===== config.mk =====
export PLATFORM = sky130hd
export DESIGN_NAME = four_bit_adder_flat
export DESIGN_NICKNAME = d
export VERILOG_FILES = /design/src/rtl/four_bit_adder_pkg.sv /design/src/rtl/four_bit_adder_if.sv /design/src/rtl/four_bit_adder_full_adder.sv /design/src/rtl/four_bit_adder.sv /design/src/flat_wrapper.sv
export SDC_FILE = /design/constraint.sdc
export NUM_CORES = 1
export LEC_CHECK = 0
export ABC_AREA = 1
export CAP_MARGIN = 20
export CORE_AREA = 3 3 40 42
export CTS_CLUSTER_SIZE = 8
export DETAILED_ROUTE_END_ITERATION = 8
export DIE_AREA = 0 0 43 45
export PLACE_DENSITY = 0.5
export SLEW_MARGIN = 25
export SYNTH_ARGS = -nofsm -noshare
export SYNTH_HDL_FRONTEND = slang
export SYNTH_SLANG_ARGS = --single-unit

===== constraint.sdc =====
create_clock -name clk -period 1.9 [get_ports clk]
set_clock_uncertainty 0.05 [all_clocks]
set_input_delay 0.285 -clock clk [delete_from_list [all_inputs] [get_ports clk]]
set_output_delay 0.285 -clock clk [all_outputs]
set_load 0.005 [all_outputs]

===== src/rtl/four_bit_adder_pkg.sv =====
// rtl/four_bit_adder_pkg.sv - shared constants for the registered ripple-carry adder
//
// Purpose : Holds the default operand width used by the adder, its bus
//           interface and any datapath that instantiates them.
// Contents: ADDER_WIDTH - default operand/sum width in bits.
package four_bit_adder_pkg;

  localparam int ADDER_WIDTH = 4;

endpackage


===== src/rtl/four_bit_adder_if.sv =====
// rtl/four_bit_adder_if.sv - operand/result bundle for the registered adder
//
// Purpose : Groups the adder operands and registered results so a datapath
//           can hand the whole adder port set around as one object.
// Signals : a, b  operands (unsigned, WIDTH bits)
//           co    carry-in to bit 0 (historic name kept for existing users)
//           s     registered sum bits [WIDTH-1:0]
//           c4    registered carry-out of the MSB
// Modports: master drives operands and reads results; slave is the adder.
interface four_bit_adder_if
  import four_bit_adder_pkg::*;
#(
  parameter int WIDTH = ADDER_WIDTH
);

  logic [WIDTH-1:0] a;
  logic [WIDTH-1:0] b;
  logic             co;
  logic [WIDTH-1:0] s;
  logic             c4;

  modport master (
    output a,
    output b,
    output co,
    input  s,
    input  c4
  );

  modport slave (
    input  a,
    input  b,
    input  co,
    output s,
    output c4
  );

endinterface


===== src/rtl/four_bit_adder_full_adder.sv =====
// rtl/four_bit_adder_full_adder.sv - single-bit full adder cell of the ripple chain
//
// Purpose : One stage of the ripple-carry chain.
// Ports   : a, b  operand bits
//           cin   carry from the previous stage
//           sum   a ^ b ^ cin
//           cout  carry into the next stage
module full_adder (
  input  logic a,
  input  logic b,
  input  logic cin,
  output logic sum,
  output logic cout
);

  logic half_sum;

  assign half_sum = a ^ b;
  assign sum      = half_sum ^ cin;
  // Generate when both bits set, propagate the incoming carry when exactly one is.
  assign cout     = (a & b) | (cin & half_sum);

endmodule


===== src/rtl/four_bit_adder.sv =====
// rtl/four_bit_adder.sv - registered WIDTH-bit ripple-carry adder
//
// Purpose : {c4, s} <= a + b + co on every rising clk edge, one cycle latency,
//           one result per cycle. Results are undefined until the first reset.
// Ports   : clk  clock, all state changes on the rising edge
//           rst  synchronous active-high reset; clears s and c4 and ignores
//                the operands present on that edge
//           bus  operand/result bundle (slave side): a, b, co in; s, c4 out
module four_bit_adder
  import four_bit_adder_pkg::*;
#(
  parameter int WIDTH = ADDER_WIDTH
) (
  input logic             clk,
  input logic             rst,
  four_bit_adder_if.slave bus
);

  // carry[0] is the external carry-in; carry[WIDTH] is the carry-out of the MSB.
  logic [WIDTH:0]   carry;
  logic [WIDTH-1:0] sum_comb;

  assign carry[0] = bus.co;

  for (genvar i = 0; i < WIDTH; i++) begin : g_ripple
    full_adder u_fa (
      .a    (bus.a[i]),
      .b    (bus.b[i]),
      .cin  (carry[i]),
      .sum  (sum_comb[i]),
      .cout (carry[i+1])
    );
  end

  always_ff @(posedge clk) begin
    if (rst) begin
      bus.s  <= '0;
      bus.c4 <= 1'b0;
    end else begin
      bus.s  <= sum_comb;
      bus.c4 <= carry[WIDTH];
    end
  end

endmodule


===== src/flat_wrapper.sv =====
// flat-port wrapper written by rule: the top's interface ports become plain ports
module four_bit_adder_flat import four_bit_adder_pkg::*;
#(
  parameter int WIDTH = ADDER_WIDTH
)
  (clk, rst, bus_a, bus_b, bus_co, bus_s, bus_c4);
  four_bit_adder_if #(.WIDTH(WIDTH)) bus_i ();
  input logic clk;
  input logic rst;
  input wire logic [$bits(bus_i.a)-1:0] bus_a;
  input wire logic [$bits(bus_i.b)-1:0] bus_b;
  input wire logic [$bits(bus_i.co)-1:0] bus_co;
  output wire logic [$bits(bus_i.s)-1:0] bus_s;
  output wire logic [$bits(bus_i.c4)-1:0] bus_c4;
  assign bus_i.a = bus_a;
  assign bus_i.b = bus_b;
  assign bus_i.co = bus_co;
  assign bus_s = bus_i.s;
  assign bus_c4 = bus_i.c4;
  four_bit_adder #(.WIDTH(WIDTH)) u_core (.clk(clk), .rst(rst), .bus(bus_i));
endmodule

==> out/summary.txt <==
CP Capture Type -> register
Worst IR drop on VDD -> 173 uV
Power density cells -> 741 nW/um^2
Sink Count -> 5
Max Fclk -> 572 MHz
CTS H-tree depth -> 1
P_int -> 0.243 mW
Starting Density -> 18.1%
Die W -> 43 microns
Nets -> 58
Pre-antenna DRT Iters -> 1
Mapped Cells -> 23
MaxCap Viol Count -> 0
Final setup TNS -> 0 ps
Total track usage -> 5.21%
Yosys cell types -> 4
Via density -> 3.25
CTS root buf -> clkbuf_4
Rows -> 13
Crit path kind -> input pin to register
Gpl congestion -> 0.625
Final HPWL DP -> 326 microns
Sw Share -> 22.3%
# fillers -> 152
# port buffers -> 15
Worst EP arrival -> 1870 ps
Synth Area in Compound Gates -> 0%
Setup crit start kind -> input pin
Worst Hold Path Cells -> 4
Core area -> 1280 sq um
Outcome -> completed
Residual DRC -> 0
Clock-pin slew on the worst setup and hold paths -> 40 ps
Max incr delay on CP -> 400 ps
Post-CTS Setup Bufs -> 0
Post-synth top area share -> 43.0%
Synthesized cell area -> 233 sq um
Area contributors post-synth -> dfxtp_1 (43%), fa_1 (34%), inv_1 (15%)
Rel. slew slack -> 89.2%
Overflow after GRT -> 0
Die Height -> 45 microns
Clock share of power -> 38.6%
CTS tree -> built
CTS Buffer Depth -> 2
Final Max Slew Viols -> 0
Main combinational cell family by area after synthesis -> adder cells
Pin count of the biggest net entering global routing -> 6
Combinational Power Share -> 23.1%
Post-Synthesis Net Count -> 38
Pleak -> 0.204 nW
Share of layout cells above drive strength 1 -> 33.3%
Routed Antenna Nets -> 0
Initial antenna violation count -> 0
Global-route wire length before repair -> 669 microns
Ant. Diodes -> 0
Hold Path End -> u_core.bus.s[0]$_SDFF_PP0_
Die ar. -> 1940 sq um
Final wirelength -> 367 microns
CTS Buf Count -> 3
P_sw -> 0.0697 mW
Post-Synth XOR/XNOR Area -> 0%
Crit-path slowest cell -> fa_1
Adder-cell share of the synthesized area -> 34.4%
Tot Pwr -> 0.313 mW
P&R area growth vs syn -> 81.2%
I/O pins -> 16
Sequential share of the synthesized area -> 43.0%
Ys Warns -> 0
Setup violators final -> 0
Crit path required time -> 2030 ps
Flops & latches, synth -> 5
Unrepaired setup endpoints after global routing -> false
Worst-path cell chain -> clkbuf_2 > inv_2 > fa_2 > inv_2 > fa_2 > fa_2 > inv_2 > fa_1 > nor2_1
Mux contribution to synthesized area -> 0%
Post-Synth Simple-Gate Area -> 8.06%
Min-delay src -> bus_a[0]
Worst slew pin tran -> 161 ps
Number of global-route vias before repair -> 198
Vias -> 185
Min-Delay Path Class -> input pin to register
Most area-hungry cell type in the Yosys netlist -> dfxtp_1
Wire length per cell -> 6.44 microns
Crit path max fanout -> 1
Fin crit period -> 1750 ps
Hold Vio Cnt, Final -> 0
Final worst path period share -> 92.0%
Register share of total power -> 38.3%
DRT iter0 DRCs -> 0
Mean Syn Cell Area -> 10.1 sq um
## flip-flops by register name (all words and copies together) (netlist names)
signal,flops
u_core.bus.s,4
u_core.bus.c4,1
## power groups by stage
| stage | registers (mW) | clock network, mW | logic [mW] |
|---|---|---|---|
| 2_1_floorplan | 0.124 | 0 | 0.0231 |
| 3_3_place_gp | 0.122 | 0 | 0.0739 |
| 3_5_place_dp | 0.122 | 0 | 0.0750 |
| 4_1_cts | 0.120 | 0.126 | 0.0763 |
| 5_1_grt | 0.121 | 0.131 | 0.0818 |
| 6_report | 0.120 | 0.121 | 0.0724 |
## cell families (layout without fill, tap and decap cells)
family	after synthesis	after routing
flops	5	5
buf+inv	9	28
simple gates	5	5
fa+ha+maj	4	4
## through the flow
step | std cells | instance area [sq um] | utilization [%] | hold slack (ps) | setup WS [ps]
final | 57 | 422 | 32.8 | 382 | 153
after global routing | 57 | 422 | 32.8 | 404 | 68.2
after CTS | 57 | 434 | 33.8 | 476 | 14.4
after detailed placement | 53 | 404 | 31.5 | 868 | -462
after global placement | 53 | 404 | 31.5 | 874 | -459
after floorplan | 23 | 235 | - | 302 | 10.8
## synth_stat cells
cell type / count
inv_1: 9
dfxtp_1: 5
nor2_1: 5
fa_1: 4
## layout by cell type (no fill, tap or decap), drive strengths merged
cell | synthesis | final
dfxtp | 5 | 5
fa | 4 | 4
dlymetal6s2s | 0 | 1
nor2 | 5 | 5
clkbuf | 0 | 7
dlygate4sd2 | 0 | 1
inv | 9 | 9
clkdlybuf4s50 | 0 | 10
## worst max path at each step
stage               startpoint                         end  slack, ps  cells after the start
floorplan               bus_co  u_core.bus.s[3]$_SDFF_PP0_         10                      8
global placement        bus_co  u_core.bus.s[3]$_SDFF_PP0_       -460                      9
detailed placement      bus_co  u_core.bus.s[3]$_SDFF_PP0_       -460                      9
CTS                     bus_co  u_core.bus.s[3]$_SDFF_PP0_         10                      9
global route            bus_co  u_core.bus.s[3]$_SDFF_PP0_         70                      9
finish                  bus_co  u_core.bus.s[3]$_SDFF_PP0_        150                      9
## critical path: cells and delay by family
kind,cells,cell delay [ps]
fa+ha+maj,4,1260
buf+inv,4,240
simple gates,1,100
## cell type report
class	instances	area (sq um)	area share (%)
clock buffer	4	26.3	6.23
sequential	5	100	23.7
multi-input combinational	9	106	25.2
inverter	9	33.8	8.01
tap	15	18.8	4.45
timing repair buffer	15	136	32.3
## per-layer routing
metal	up-vias	global-route usage (%)	wire (microns)	share of wire (%)
met5	-	0	0	0
met1	75	4.46	121	33
li1	97	-	-	-
met4	0	10.8	14	3.8
met2	11	7.78	192	52
met3	2	0	37	10
## what timing repair did
item / in CTS / in global routing
endpoints found under the setup margin: 2 / 1
gates resized for setup: 13 / 5
hold buffers: 0 / 0
pin swaps: 5 / 5
endpoints found under the hold margin: 0 / 0
No activity file was read; power rests on OpenSTA's default activity.
